`src/rtl/ex_stage_unit.sv`:
```
// Execute stage: operand forwarding, single-cycle ALU and a 32-step iterative
// multiplier that stalls the front of the pipeline. Results are registered into EX/MEM.
module ex_stage_unit (
  input  logic        clk,
  input  logic        rst,
  input  logic [1:0]  wbIn,
  input  logic [1:0]  mIn,
  input  logic [3:0]  exIn,
  input  logic [31:0] readData1In,
  input  logic [31:0] readData2In,
  input  logic [31:0] extendedAdrIn,
  input  logic [4:0]  rsIn,
  input  logic [4:0]  rtIn,
  input  logic [4:0]  rdIn,
  input  logic        exMemRegWrite,
  input  logic [4:0]  exMemRd,
  input  logic [31:0] exMemData,
  input  logic        memWbRegWrite,
  input  logic [4:0]  memWbRd,
  input  logic [31:0] memWbData,
  output logic        stall,
  output logic [1:0]  wbOut,
  output logic [1:0]  mOut,
  output logic [31:0] aluResultOut,
  output logic [31:0] writeDataOut,
  output logic [4:0]  writeRegOut
);

  typedef enum logic [1:0] {
    StIdle,
    StBusy,
    StDone
  } state_e;

  typedef enum logic [2:0] {
    OpAdd,
    OpSub,
    OpAnd,
    OpOr,
    OpSlt,
    OpMul,
    OpNone
  } op_e;

  localparam logic [5:0] FunctAdd  = 6'h20;
  localparam logic [5:0] FunctSub  = 6'h22;
  localparam logic [5:0] FunctAnd  = 6'h24;
  localparam logic [5:0] FunctOr   = 6'h25;
  localparam logic [5:0] FunctSlt  = 6'h2A;
  localparam logic [5:0] FunctMult = 6'h18;

  logic        reg_dst;
  logic        alu_src;
  logic [1:0]  alu_op;
  logic [5:0]  funct;

  logic [31:0] op_a;
  logic [31:0] rt_fwd;
  logic [31:0] op_b;
  logic [4:0]  write_reg;
  op_e         op;
  logic [31:0] alu_result;
  logic        is_mult;

  state_e      state_q, state_d;
  logic [4:0]  cnt_q, cnt_d;
  logic [31:0] mcand_q, mcand_d;
  logic [31:0] mplier_q, mplier_d;
  logic [31:0] prod_q, prod_d;
  logic [31:0] wdata_lat_q, wdata_lat_d;

  logic [1:0]  wb_q, wb_d;
  logic [1:0]  m_q, m_d;
  logic [31:0] alu_q, alu_d;
  logic [31:0] wdata_q, wdata_d;
  logic [4:0]  wreg_q, wreg_d;
  logic        stall_int;

  assign reg_dst = exIn[3];
  assign alu_src = exIn[2];
  assign alu_op  = exIn[1:0];
  assign funct   = extendedAdrIn[5:0];

  // Forward rs into opA; EX/MEM wins over MEM/WB, register 0 never forwards.
  always_comb begin
    op_a = readData1In;
    if (exMemRegWrite && (exMemRd != 5'd0) && (exMemRd == rsIn)) begin
      op_a = exMemData;
    end else if (memWbRegWrite && (memWbRd != 5'd0) && (memWbRd == rsIn)) begin
      op_a = memWbData;
    end
  end

  // Forward rt with the same priority; feeds both opB and the store data.
  always_comb begin
    rt_fwd = readData2In;
    if (exMemRegWrite && (exMemRd != 5'd0) && (exMemRd == rtIn)) begin
      rt_fwd = exMemData;
    end else if (memWbRegWrite && (memWbRd != 5'd0) && (memWbRd == rtIn)) begin
      rt_fwd = memWbData;
    end
  end

  assign op_b      = alu_src ? extendedAdrIn : rt_fwd;
  assign write_reg = reg_dst ? rdIn : rtIn;

  // Decode aluOp, falling through to funct for R-type instructions.
  always_comb begin
    op = OpNone;
    unique case (alu_op)
      2'b00: op = OpAdd;
      2'b01: op = OpSub;
      2'b11: op = OpSlt;
      2'b10: begin
        case (funct)
          FunctAdd:  op = OpAdd;
          FunctSub:  op = OpSub;
          FunctAnd:  op = OpAnd;
          FunctOr:   op = OpOr;
          FunctSlt:  op = OpSlt;
          FunctMult: op = OpMul;
          default:   op = OpNone;
        endcase
      end
    endcase
  end

  assign is_mult = (op == OpMul);

  // Single-cycle ALU; mult is handled by the iterative datapath instead.
  always_comb begin
    alu_result = 32'd0;
    case (op)
      OpAdd:   alu_result = op_a + op_b;
      OpSub:   alu_result = op_a - op_b;
      OpAnd:   alu_result = op_a & op_b;
      OpOr:    alu_result = op_a | op_b;
      OpSlt:   alu_result = ($signed(op_a) < $signed(op_b)) ? 32'd1 : 32'd0;
      default: alu_result = 32'd0;
    endcase
  end

  // Next-state, multiplier step and EX/MEM load selection.
  always_comb begin
    state_d     = state_q;
    cnt_d       = cnt_q;
    mcand_d     = mcand_q;
    mplier_d    = mplier_q;
    prod_d      = prod_q;
    wdata_lat_d = wdata_lat_q;
    stall_int   = 1'b0;
    wb_d        = 2'd0;
    m_d         = 2'd0;
    alu_d       = 32'd0;
    wdata_d     = 32'd0;
    wreg_d      = 5'd0;

    unique case (state_q)
      StIdle: begin
        if (is_mult) begin
          // Latch operands now; forwarding sources move on while we iterate.
          stall_int   = 1'b1;
          mcand_d     = op_a;
          mplier_d    = op_b;
          prod_d      = 32'd0;
          wdata_lat_d = rt_fwd;
          cnt_d       = 5'd0;
          state_d     = StBusy;
        end else begin
          wb_d    = wbIn;
          m_d     = mIn;
          alu_d   = alu_result;
          wdata_d = rt_fwd;
          wreg_d  = write_reg;
        end
      end
      StBusy: begin
        stall_int = 1'b1;
        prod_d    = prod_q + (mplier_q[0] ? mcand_q : 32'd0);
        mcand_d   = {mcand_q[30:0], 1'b0};
        mplier_d  = {1'b0, mplier_q[31:1]};
        cnt_d     = cnt_q + 5'd1;
        if (cnt_q == 5'd31) begin
          state_d = StDone;
        end
      end
      StDone: begin
        // Held instruction is retired here; IDLE sees the next one.
        wb_d    = wbIn;
        m_d     = mIn;
        alu_d   = prod_q;
        wdata_d = wdata_lat_q;
        wreg_d  = write_reg;
        state_d = StIdle;
      end
      default: state_d = StIdle;
    endcase
  end

  // Stall is forced low during reset so the front end is never frozen by a stale state.
  assign stall = rst & stall_int;

  // State, multiplier and EX/MEM registers with synchronous active-low reset.
  always_ff @(posedge clk) begin
    if (!rst) begin
      state_q     <= StIdle;
      cnt_q       <= 5'd0;
      mcand_q     <= 32'd0;
      mplier_q    <= 32'd0;
      prod_q      <= 32'd0;
      wdata_lat_q <= 32'd0;
      wb_q        <= 2'd0;
      m_q         <= 2'd0;
      alu_q       <= 32'd0;
      wdata_q     <= 32'd0;
      wreg_q      <= 5'd0;
    end else begin
      state_q     <= state_d;
      cnt_q       <= cnt_d;
      mcand_q     <= mcand_d;
      mplier_q    <= mplier_d;
      prod_q      <= prod_d;
      wdata_lat_q <= wdata_lat_d;
      wb_q        <= wb_d;
      m_q         <= m_d;
      alu_q       <= alu_d;
      wdata_q     <= wdata_d;
      wreg_q      <= wreg_d;
    end
  end

  assign wbOut        = wb_q;
  assign mOut         = m_q;
  assign aluResultOut = alu_q;
  assign writeDataOut = wdata_q;
  assign writeRegOut  = wreg_q;

endmodule

```
`config.mk`:
```
export PLATFORM = sky130hd
export DESIGN_NAME = ex_stage_unit
export DESIGN_NICKNAME = d
export VERILOG_FILES = /design/src/rtl/ex_stage_unit.sv
export SDC_FILE = /design/constraint.sdc
export NUM_CORES = 1
export LEC_CHECK = 0
export ABC_CLOCK_PERIOD_IN_PS = 11200
export BUFFER_PORTS_ARGS = -buffer_cell sky130_fd_sc_hd__buf_2
export CAP_MARGIN = 30
export CORE_ASPECT_RATIO = 0.75
export CORE_UTILIZATION = 34
export CTS_CLUSTER_SIZE = 28
export DETAILED_ROUTE_END_ITERATION = 8
export GPL_ROUTABILITY_DRIVEN = 0
export SLEW_MARGIN = 20
export SYNTH_ARGS = -nofsm -noshare
export SYNTH_HDL_FRONTEND = slang
export SYNTH_SLANG_ARGS = --single-unit
```
`constraint.sdc`:
```
create_clock -name clk -period 11.2 [get_ports clk]
set_input_delay 1.12 -clock clk [delete_from_list [all_inputs] [get_ports clk]]
set_output_delay 1.12 -clock clk [all_outputs]
set_load 0.01 [all_outputs]
```
==> results, run 1 <==
- The number of violations of the max-capacitance limit is 0.
- The number of clock buffers added by TritonCTS is 23.
- In this run the clock root is driven by a sky130_fd_sc_hd__clkbuf_16.
- The die outline area is 47800 um2.
- The design internal power is 1.47 mW.
- In this run the cell area of the synthesized design comes to 15900 um2.
- Wires add up to 58.8 mm.
- The most frequent cell on the critical path is sky130_fd_sc_hd__o21ai_1.
- The endpoint required time on the critical path is 11.58 ns.
- Among cell families on the critical path, the largest total delay comes from compound AO/OA/AOI/OAI gates.
- Summed over all nets, the switching power comes to 725 uW.
- For the pin with the worst max-slew slack, the measured transition is 1.02 ns.
- The cell count after synthesis is 2047.
- The flow ran to the end, and the final reports show no timing, DRC or antenna violations.
- STA classifies the critical path endpoint as a register.
- The hold violation total from the final report was 0.
- The worst setup path is launched from an input port.
- The final-layout setup total negative slack is 0 ns.
- The layer flagged by global routing as most heavily used is met2.
- The sum of net half-perimeters after detailed placement is 43.7 mm.
- The via count of the first global-routing pass came to 15600.
- Clock latency on the worst-skew pair, taken at its later pin, is 0.55 ns.
- The fraction of power consumed by the clock network is 38.0%.
- The top cell types in the final layout, fill and taps aside, are sky130_fd_sc_hd__buf_2, sky130_fd_sc_hd__nand2_1, sky130_fd_sc_hd__dfxtp_1.
- In this run the power density over the cells is 118 nW/um2.
- The net count of the finished layout is 2574.
- The chip width is 252 um.
- The area growth from synthesis to final layout is 16.8%.
- The floorplan step set the die height to 190 um.
- The placeable core area is 46100 um2.
- The met1 usage in global routing is 32.8%.
- The mean instance size in the synthesized netlist is 7.79 um2.
- Synthesis produced a netlist with a net count of 2391.
- Global routing consumed, on the met2 layer, 37.0% of the routing resources.
- For this run, the detailed router's first-pass iteration total came to 9.
- The flip-flop cell with the highest count after synthesis is sky130_fd_sc_hd__dfxtp_1.
- Walking the worst path, the cells encountered are buf_2 > or4_1 > o21ai_1 > nor4_4 > buf_4 > mux2i_1 > o21ai_1 > mux2_2 > ha_1 > inv_1 > fa_1 > nor2b_1 > o31a_1 > o311ai_1 > o41ai_2 > a31o_2 > a31oi_2 > o21ai_0 > a21oi_1 > nor4_1 > o21ai_1.
- For this run the aggregate overflow at the end of global routing stands at 0.
- In this design, the stage delay of the slowest critical-path cell is 0.52 ns.
- Combinational cells account for 26.7% of the total power.
- The detail-routed net length per standard cell is 20.4 um.
- After layout, the worst path uses 53.5% of the clock period.
- The initial core utilization is 34.6%.
- The library cell used most frequently in the layout, excluding fill and tap cells, is sky130_fd_sc_hd__buf_2.
- Sequential cells burn 35.3% of the power.
- The synthesized design contains 0 enable-type register cells.
- The total number of H-tree levels is 1.
- The analysis attributes to cell leakage a power of 7.71 nW.
- The wire length of the first global-routing pass is 89.3 mm.
- The switching power share of the total is 33.1%.
- After detailed routing, the number of remaining DRC violations is 0.
- The row count is 68.
- The sequential-to-total area share from yosys stat is 26.1%.
- The post-layout minimum cycle time is 5.99 ns.
- Ranked by total cell area, the synthesized netlist is headed by sky130_fd_sc_hd__dfxtp_1, sky130_fd_sc_hd__ha_1, sky130_fd_sc_hd__nand2_1.
- The final count of pins violating max slew is 0.
- For this run, the number of Yosys warnings is 0.
- The deepest clock path buffer count is 3.
- The number of gates resized after cts is 0.
- The CTS tree is done.
- Setup repair after global routing left no endpoint under its margin.
- The biggest fanout along the worst timing path is 32.
- Across every metal layer, demand over resource in global routing totals 23.9%.
- The number of storage elements in the synthesis netlist is 208.
- The clock tree skew after final layout is 0.0221 ns.
- The total setup violations reported at the end of the flow is 0.
- For this design, the CTS-stage hold fixing added 0 buffers.
- The tree built by TritonCTS fans out to 208 sinks.
- The critical path is of the input port to register type.
- The met3 track demand over resource in global routing is 5.66%.
- Dividing the detail-routed via count by the number of cells gives 5.64.
- The worst setup slack before clock tree synthesis is 4.84 ns.
- The post-route worst setup slack is 5.21 ns.
- The residual antenna-violating net count after detailed routing is 0.
- For this run, the share of the core covered by cells in the final layout is 40.4%.
- The DRC marker count from the first detailed-route iteration is 1814.
- In this run the worst hold path is classified as register to register.
- The pin count of the biggest net entering global routing is 87.
- After clock tree synthesis, the setup repair step added 0 buffers.
- The total via count in the routed design is 16200.
- The tightest slew margin relative to the limit is 32.0%.
- The post-route total power is 2.19 mW.
- The number of antenna violations at the first check in global routing is 2.
- VDD sags by at most 0.0920 mV.
- The maximum clock rate is 167 MHz.
- The share of flip-flops with an asynchronous set or reset is 0%.
- The critical path's slowest cell is sky130_fd_sc_hd__o41ai_2.
- The synthesized design spends more area on one cell type than any other, namely sky130_fd_sc_hd__dfxtp_1.
- The count of input and output buffers is 270.
- The netlist uses 86 different library cells.
- The arrival time of the worst setup path is 6.38 ns.
- The share of post-route cells with drive strength above 1 is 17.8%.
- The clock transition time at the flip-flop clock pins of the worst setup and hold paths is 0.06 ns.
- The area share of the largest cell type after synthesis is 26.1%.
- The critical path buffer and inverter count is 3.
- For this design the top-level I/O count stands at 271.
flip-flops by register name, indices dropped and copies added, names as in the netlist:
register      count
wdata_lat_q      32
mcand_q          32
state_q           2
writeDataOut     32
prod_q           32
mplier_q         32
aluResultOut     32
cnt_q             5
wbOut             2
mOut              2
writeRegOut       5
stage by stage:
step | std cells | hold WS, ns | instance area (um2)
2_1_floorplan | 2047 | 0.424 | 15900
3_3_place_gp | 2831 | 0.442 | 17800
3_5_place_dp | 2833 | 0.447 | 17800
4_1_cts | 2875 | 0.456 | 18600
5_1_grt | 2877 | 0.472 | 18600
6_report | 2878 | 0.455 | 18600
power by group through the flow:
stage | clock network (mW) | registers, mW | logic (mW)
final | 0.833 | 0.773 | 0.585
after global routing | 0.879 | 0.775 | 0.630
after CTS | 0.850 | 0.774 | 0.572
after detailed placement | 0 | 0.791 | 0.568
after global placement | 0 | 0.791 | 0.561
after floorplan | 0 | 0.795 | 0.363
path summary, 6_finish.rpt:
| check | from | end | slack, ns | depth (start not counted) |
|---|---|---|---|---|
| setup / recovery | memWbRd[1] | aluResultOut[22] | 5.21 | 21 |
| hold / removal | wdata_lat_q[8] | wdata_lat_q[8] | 0.46 | 2 |
| setup reg to reg | mplier_q[0] | prod_q[28] | 7.37 | 13 |
| hold reg to reg | wdata_lat_q[8] | wdata_lat_q[8] | 0.46 | 2 |
cell type report:
class / count / area, um2
Antenna cell: 1 / 2.50
Inverter: 105 / 394
Fill cell: 4787 / 27500
Multi-Input combinational cell: 1600 / 10900
Tap cell: 630 / 788
Timing Repair Buffer: 292 / 1540
Clock inverter: 14 / 176
Sequential cell: 208 / 4160
Clock buffer: 28 / 614
metal layers:
layer / wire length [um] / share of wire (%) / vias up
met4: 1510 / 2.6 / 2
li1: - / - / 7700
met3: 5310 / 9.0 / 85
met1: 26600 / 45 / 7696
met5: 13 / 0.022 / -
met2: 25300 / 43 / 735
kinds of logic after synthesis:
| group | synth area share (%) |
|---|---|
| and+or+nand+nor | 18.4 |
| AOI/OAI and AO/OA | 27.5 |
| buffers and inverters | 5.81 |
| DFF | 26.1 |
| adders and majority gates | 11.7 |
| muxes | 6.90 |
| xor gates and xnor gates | 3.63 |
cells in the mapped netlist (33+ instances only):
cell type	n
sky130_fd_sc_hd__nand2_1	269
sky130_fd_sc_hd__clkbuf_1	112
sky130_fd_sc_hd__dfxtp_1	208
sky130_fd_sc_hd__nor2b_1	59
sky130_fd_sc_hd__xnor2_1	41
sky130_fd_sc_hd__mux2i_1	75
sky130_fd_sc_hd__and2_1	42
sky130_fd_sc_hd__inv_1	101
sky130_fd_sc_hd__nor2_1	175
sky130_fd_sc_hd__a22oi_1	67
sky130_fd_sc_hd__ha_1	144
sky130_fd_sc_hd__a21oi_1	132
sky130_fd_sc_hd__o21ai_0	68
sky130_fd_sc_hd__o21ai_1	83
sky130_fd_sc_hd__a311oi_1	33
worst register-to-register path: cells and delay by family (launching register included):
family	cells	cell delay, ns
flip-flops	1	0.55
AND/OR/NAND/NOR	1	0.19
AO/OA/AOI/OAI	9	2.26
adder cells (fa/ha/maj)	2	0.52
XOR/XNOR	1	0.15
Power figures use the tool's default switching activity.
==> run 2: changes to the inputs <==
- ABC_CLOCK_PERIOD_IN_PS: 11200 -> 5400
- clock period: 11.2 -> 5.4 ns (I/O delays scaled with it)
==> run 2 against run 1 <==
Against the previous run:
- wire length is 0.39% lower
- clock power is 96% higher
- critical path depth down 2
- hold slack lost 0.26 ns
==> results, run 2 (synthesis results as in run 1) <==
- Run status: finished, final reports clean (unchanged).
- The final count of pins violating max slew was 0 (unchanged).
- Dividing the final minimum period by the clock period gives 95.6%.
- The worst hold path depth is 2 (unchanged).
- The total number of H-tree levels is 1 (unchanged).
- The pin count of the biggest net entering global routing came to 87 (unchanged).
- The post-layout minimum cycle time is 5.16 ns.
- The number of CTS-inserted buffers was 22 (was 23).
- The net switching power figure is 1.49 mW (was 725 uW).
- The share of post-route cells with drive strength above 1 came to 19.9% (was 17.8%).
- The switching power share of the total is 32.9% (was 33.1%).
- The number of gates resized after cts is 0 (unchanged).
- The row count is 68 (unchanged).
- The DRC violation count after routing is 0 (unchanged).
- The hold violation total from the final report is 0 (unchanged).
- The met2 usage in global routing is 37.2% (was 37.0%).
- The total of fill cells in the finished design is 4740 (was 4787).
- The global-route layer with the greatest usage is met2 (unchanged).
- The area growth from synthesis to final layout is 19.7% (was 16.8%).
- The post-detailed-routing wire length is 58.5 mm (was 58.8 mm).
- The detail-routed net length per standard cell is 19.9 um (was 20.4 um).
- Based on the critical path, the design can be clocked at up to 194 MHz.
- The count of input and output buffers came to 270 (unchanged).
- The total setup violations reported at the end of the flow came to 0 (unchanged).
- The combinational group share of total power is 28.4% (was 26.7%).
- The first-pass iteration count of the detailed router is 7 (was 9).
- The met3 track demand over resource in global routing is 4.66% (was 5.66%).
- The residual antenna-violating net count after detailed routing is 0 (unchanged).
- The CTS tree is done (unchanged).
- Setup repair after global routing missed its margin: no (unchanged).
- The wire length of the first global-routing pass is 90.0 mm (was 89.3 mm).
- The fraction of power consumed by the clock network is 36.2% (was 38.0%).
- The depth of the most critical reg-to-reg path is 14 (was 13).
- The clock tree root driver cell is sky130_fd_sc_hd__clkbuf_16 (unchanged).
- The areal power density over the cells is 237 nW/um2 (was 118 nW/um2).
- The chip width is 252 um (unchanged).
- Most used cells in the layout excluding fill and tap cells: sky130_fd_sc_hd__buf_2, sky130_fd_sc_hd__nand2_1, sky130_fd_sc_hd__dfxtp_1 (unchanged).
- The biggest fanout along the worst timing path is 4 (was 32).
- The leakage power of the design is 8.00 nW (was 7.71 nW).
- The arrival time of the worst setup path is 5.56 ns (was 6.38 ns).
- The clock transition time at the flip-flop clock pins of the worst setup and hold paths came to 0.06 ns (about the same).
- The number of antenna violations at the first check in global routing is 2 (unchanged).
- The clock sink count is 208 (unchanged).
- The portion of total power attributed to sequential cells is 35.5% (was 35.3%).
- The initial core utilization is 34.6% (unchanged).
- The most frequent standard cell in the layout excluding fill and tap cells is sky130_fd_sc_hd__buf_2 (unchanged).
- The met1 usage in global routing is 33.0% (was 32.8%).
- The critical path launch point type is an input port (unchanged).
- The final-layout setup total negative slack is 0 ns (unchanged).
- The via count of the first global-routing pass is 16000 (was 15600).
- The number of violations of the max-capacitance limit was 0 (unchanged).
- The worst-skew pair later-pin latency is 0.55 ns (about the same).
- The placeable core area was 46100 um2 (unchanged).
- The deepest clock path buffer count was 3 (unchanged).
- The DRC marker count from the first detailed-route iteration was 1682 (was 1814).
- The clock tree skew after final layout is 0.0183 ns (was 0.0221 ns).
- The number of placed I/O pins is 271 (unchanged).
- The measured slew at the worst slew-check pin was 0.976 ns (was 1.02 ns).
- The peak supply drop is 0.198 mV (was 0.0920 mV).
- The total global routing track utilization is 23.8% (was 23.9%).
- The post-CTS setup-driven buffer insertion count came to 0 (unchanged).
- The total number of nets in the final design came to 2636 (was 2574).
- The final-layout worst hold slack is 0.195 ns (was 0.455 ns).
- The worst hold path class is input port to register (was register to register).
- The tightest slew margin relative to the limit is 34.9% (was 32.0%).
- The kind of critical path is input port to register (unchanged).
- The number of vias per cell came to 5.67 (was 5.64).
- The design internal power is 3.03 mW (was 1.47 mW).
- The sum of net half-perimeters after detailed placement is 44.6 mm (was 43.7 mm).
- The total overflow reported by the global router is 0 (unchanged).
- The total via count in the routed design came to 16700 (was 16200).
- The cts-stage hold buffer count is 0 (unchanged).
- The die outline area is 47800 um2 (unchanged).
- The die span in y came to 190 um (unchanged).
- The type of element capturing the critical path is a register (unchanged).
- The endpoint required time on the critical path is 5.80 ns (was 11.58 ns).
run 2: layer usage:
layer | vias to the layer above | wire length [um]
met2 | 790 | 25500
met3 | 113 | 5140
met4 | 0 | 1810
li1 | 7813 | -
met5 | - | 0
met1 | 7947 | 26100
run 2: power groups by stage:
stage / Clock, mW / Sequential (mW) / Combinational (mW)
3_5_place_dp: 0 / 1.64 / 1.25
6_report: 1.63 / 1.60 / 1.28
2_1_floorplan: 0 / 1.65 / 0.753
3_3_place_gp: 0 / 1.64 / 1.23
4_1_cts: 1.66 / 1.60 / 1.26
5_1_grt: 1.72 / 1.60 / 1.38
run 2: worst max-delay path: stages:
cell                       delay (ns)
sky130_fd_sc_hd__buf_2           0.13
sky130_fd_sc_hd__or4_1           0.52
sky130_fd_sc_hd__o21ai_1         0.29
sky130_fd_sc_hd__nor4_2          0.15
sky130_fd_sc_hd__mux2i_1         0.13
sky130_fd_sc_hd__o21ai_0         0.40
sky130_fd_sc_hd__ha_1            0.31
sky130_fd_sc_hd__inv_1           0.08
sky130_fd_sc_hd__fa_1            0.45
sky130_fd_sc_hd__nor2b_1         0.16
sky130_fd_sc_hd__o31a_1          0.19
sky130_fd_sc_hd__o311ai_1        0.20
sky130_fd_sc_hd__o41ai_2         0.42
sky130_fd_sc_hd__a31o_2          0.27
sky130_fd_sc_hd__a31oi_2         0.15
sky130_fd_sc_hd__o41ai_1         0.66
sky130_fd_sc_hd__xnor2_1         0.13
sky130_fd_sc_hd__a21oi_1         0.29
sky130_fd_sc_hd__o21ai_1         0.08
run 2: area by class of cell:
cell class | count | area [um2] | area share, %
Multi-Input combinational cell | 1600 | 10900 | 57.3
Timing Repair Buffer | 355 | 2060 | 10.8
Clock buffer | 27 | 601 | 3.15
Sequential cell | 208 | 4160 | 21.8
Inverter | 105 | 394 | 2.07
Antenna cell | 1 | 2.50 | 0.0131
Tap cell | 630 | 788 | 4.13
Clock inverter | 13 | 143 | 0.747
run 2: through the flow:
step	std cells	worst slack, ns	total power, mW	instance area [um2]	utilization (%)
after CTS	2936	0.373	4.52	19000	41.3
final	2939	0.239	4.52	19100	41.4
after global routing	2938	0.0288	4.71	19100	41.4
after floorplan	2047	0.618	2.40	15900	-
after detailed placement	2896	-0.176	2.89	18300	39.7
after global placement	2896	-0.104	2.87	18300	39.7
run 2: final timing paths:
check	from	slack (ns)	endpoint
hold reg to reg	wdata_lat_q[18]	0.46	wdata_lat_q[18]
hold / removal	mIn[0]	0.19	mOut[0]
setup / recovery	memWbRd[1]	0.24	aluResultOut[30]
setup reg to reg	mplier_q[0]	1.56	prod_q[30]
==> run 3: changes to the inputs <==
- CAP_MARGIN: 30 -> 20
- CORE_MARGIN: default -> 4
==> run 3 against run 2 <==
Against the previous run:
- cell count up 1.9%
- hold slack lost 0.030 ns
- worst setup slack lost 0.030 ns
- largest cell class unchanged
- wire length increased by 7.2%
- sequential power barely moved
==> results, run 3 (synthesis results as in run 1) <==
- The initial core utilization is 34.5% (was 34.6%).
- The tightest slew margin relative to the limit came to 31.8% (was 34.9%).
- The number of vias per cell is 5.64 (was 5.67).
- The final-layout setup total negative slack is 0 ns (unchanged).
- The clock tree skew after final layout came to 0.0188 ns (was 0.0183 ns).
- The period utilization was 96.1% (was 95.6%).
- The total via count in the routed design is 16900 (was 16700).
- The area growth from synthesis to final layout is 22.7% (was 19.7%).
- The total number of nets in the final design is 2690 (was 2636).
- The combinational group share of total power is 28.2% (was 28.4%).
- The register area is 4160 um2 (unchanged).
- The leakage power of the design was 8.29 nW (was 8.00 nW).
- The endpoint required time on the critical path is 5.83 ns (was 5.80 ns).
- The number of placed I/O pins came to 271 (unchanged).
- The chip width is 258 um (was 252 um).
- The arrival time of the worst setup path is 5.62 ns (was 5.56 ns).
- The largest stage delay on the critical path was 0.61 ns (was 0.66 ns).
- The final count of pins violating max slew came to 0 (unchanged).
- The total instance count after detailed placement is 2943 (was 2896).
- List of cells traversed by the critical path: buf_2 > or4_1 > o21ai_1 > nor4_4 > buf_4 > mux2i_1 > o21ai_1 > mux2_2 > ha_1 > inv_1 > fa_1 > nor2b_1 > o31a_1 > o311ai_1 > buf_4 > o41ai_2 > a31o_2 > a31oi_2 > o21ai_0 > a21oi_1 > nor4_1 > buf_4 > o21ai_1 (was buf_2 > or4_1 > o21ai_1 > nor4_2 > mux2i_1 > o21ai_0 > ha_1 > inv_1 > fa_1 > nor2b_1 > o31a_1 > o311ai_1 > o41ai_2 > a31o_2 > a31oi_2 > o41ai_1 > xnor2_1 > a21oi_1 > o21ai_1).
- The via count of the first global-routing pass was 16000 (about the same).
- The count of input and output buffers is 270 (unchanged).
- The die outline area was 50400 um2 (was 47800 um2).
- The kind of critical path is input port to register (unchanged).
- The DRC marker count from the first detailed-route iteration is 1854 (was 1682).
- The pin count of the biggest net entering global routing was 79 (was 87).
- The portion of total power attributed to sequential cells came to 33.6% (was 35.5%).
- The core utilization of the finished layout is 42.3% (was 41.4%).
- The hold violation total from the final report came to 0 (unchanged).
- The residual antenna-violating net count after detailed routing came to 0 (unchanged).
- The clock transition time at the flip-flop clock pins of the worst setup and hold paths is 0.06 ns (about the same).
- The measured slew at the worst slew-check pin came to 1.02 ns (was 0.976 ns).
- The design internal power is 3.19 mW (was 3.03 mW).
- The first-pass iteration count of the detailed router was 7 (unchanged).
- The total number of H-tree levels is 1 (unchanged).
- The type of element capturing the critical path is a register (unchanged).
- The post-route worst setup slack was 0.210 ns (was 0.239 ns).
- The critical path buffer and inverter count is 5 (was 2).
- The post-layout minimum cycle time is 5.19 ns (was 5.16 ns).
- The critical path launch point type is an input port (unchanged).
- Most used cells in the layout excluding fill and tap cells: sky130_fd_sc_hd__buf_2, sky130_fd_sc_hd__nand2_1, sky130_fd_sc_hd__dfxtp_1 (unchanged).
- The post-detailed-routing wire length is 62.7 mm (was 58.5 mm).
- The total of fill cells in the finished design is 4695 (was 4740).
- The critical path's slowest cell is sky130_fd_sc_hd__nor4_1 (was sky130_fd_sc_hd__o41ai_1).
- The worst setup slack before clock tree synthesis came to -0.546 ns (was -0.176 ns).
- The switching power share of the total is 33.3% (was 32.9%).
- The number of violations of the max-capacitance limit was 0 (unchanged).
- The peak supply drop is 0.230 mV (was 0.198 mV).
- The number of antenna violations at the first check in global routing was 5 (was 2).
- The post-route total power was 4.78 mW (was 4.52 mW).
- The number of CTS-inserted buffers was 25 (was 22).
- The total setup violations reported at the end of the flow is 0 (unchanged).
- The total overflow reported by the global router is 0 (unchanged).
- The areal power density over the cells is 244 nW/um2 (was 237 nW/um2).
- The sum of net half-perimeters after detailed placement is 48.9 mm (was 44.6 mm).
- The area of combinational cells with multiple inputs is 10900 um2 (about the same).
- The biggest fanout along the worst timing path came to 7 (was 4).
- The row count is 68 (unchanged).
- The maximum clock rate was 193 MHz (was 194 MHz).
- The cts-stage hold buffer count is 0 (unchanged).
- The DRC violation count after routing came to 0 (unchanged).
- The fraction of power consumed by the clock network came to 38.2% (was 36.2%).
- The die span in y is 196 um (was 190 um).
- The detail-routed net length per standard cell is 20.9 um (was 19.9 um).
- The total global routing track utilization was 23.7% (was 23.8%).
- The largest delay contributor family on the critical path was compound AO/OA/AOI/OAI gates (unchanged).
- Run status: finished, final reports clean (unchanged).
- Setup repair after global routing missed its margin: no (unchanged).
- The wire length of the first global-routing pass was 95.9 mm (was 90.0 mm).
- The clock sink count is 208 (unchanged).
- The count of placed standard cells in the final layout, fillers left out is 2996 (was 2939).
- The share of post-route cells with drive strength above 1 came to 21.7% (was 19.9%).
- The worst-skew pair later-pin latency was 0.57 ns (was 0.55 ns).
- The deepest clock path buffer count is 3 (unchanged).
- The clock tree root driver cell is sky130_fd_sc_hd__clkbuf_16 (unchanged).
- The placeable core area is 46200 um2 (was 46100 um2).
- The most frequent standard cell in the layout excluding fill and tap cells was sky130_fd_sc_hd__buf_2 (unchanged).
- The worst hold path class is input port to register (unchanged).
- The CTS tree is done (unchanged).
- The net switching power figure is 1.59 mW (was 1.49 mW).
run 3: cell types whose count changed in the layout (fill, tap and decap cells not counted), sizes merged:
| cell | previous run | this run |
|---|---|---|
| clkinvlp | 1 | 3 |
| buf | 355 | 406 |
| inv | 103 | 105 |
| clkbuf | 27 | 31 |
| bufinv | 3 | 4 |
| clkinv | 11 | 8 |
run 3: per-stage QoR:
step / instance area [um2] / hold WS [ns]
floorplan: 15900 / 0.424
global placement: 18700 / 0.441
detailed placement: 18700 / 0.446
CTS: 19500 / 0.133
global route: 19600 / 0.146
finish: 19600 / 0.165
run 3: worst reg2reg max path: cells and delay by family (launching register included):
| family | cells | cell delay, ns |
|---|---|---|
| AO/OA/AOI/OAI | 9 | 2.09 |
| AND/OR/NAND/NOR | 1 | 0.19 |
| adder cells (fa/ha/maj) | 2 | 0.67 |
| flip-flops | 1 | 0.31 |
| XOR/XNOR | 1 | 0.17 |
| buffers and inverters | 1 | 0.21 |
run 3: power groups by stage:
stage	clock (mW)	combinational [mW]	sequential, mW
4_1_cts	1.86	1.32	1.60
2_1_floorplan	0	0.753	1.65
3_5_place_dp	0	1.31	1.64
6_report	1.82	1.35	1.60
5_1_grt	1.92	1.46	1.61
3_3_place_gp	0	1.30	1.64
run 3: final timing paths:
kind | from | endpoint | slack (ns) | cells after the start
max reg2reg | mplier_q[0] | prod_q[28] | 1.63 | 14
min reg2reg | wdata_lat_q[13] | wdata_lat_q[13] | 0.45 | 2
max | memWbRd[1] | aluResultOut[22] | 0.21 | 23
min | wbIn[1] | wbOut[1] | 0.16 | 2
run 3: timing repair:
action	CTS	global route
resized for setup	0	1
setup endpoints to repair	0	8
setup buffers	0	6
run 3: area by class of cell:
class | count | area share [%]
flip-flops and latches | 208 | 21.3
multi-input cells | 1600 | 55.9
repair buffers | 406 | 12.4
clock buffers | 31 | 3.31
diodes | 1 | 0.0128
clock inverters | 15 | 1.05
well taps | 630 | 4.03
inverters | 105 | 2.01
run 3: metal layers:
metal  vias to the layer above  global-route usage (%)  part of all wire (%)
li1                       7932                       -                     -
met1                      8029                    34.0                    45
met2                       846                    35.9                    42
met3                        97                    6.00                    11
met4                         8                    5.18                   2.4
met5                         -                       0                 0.081
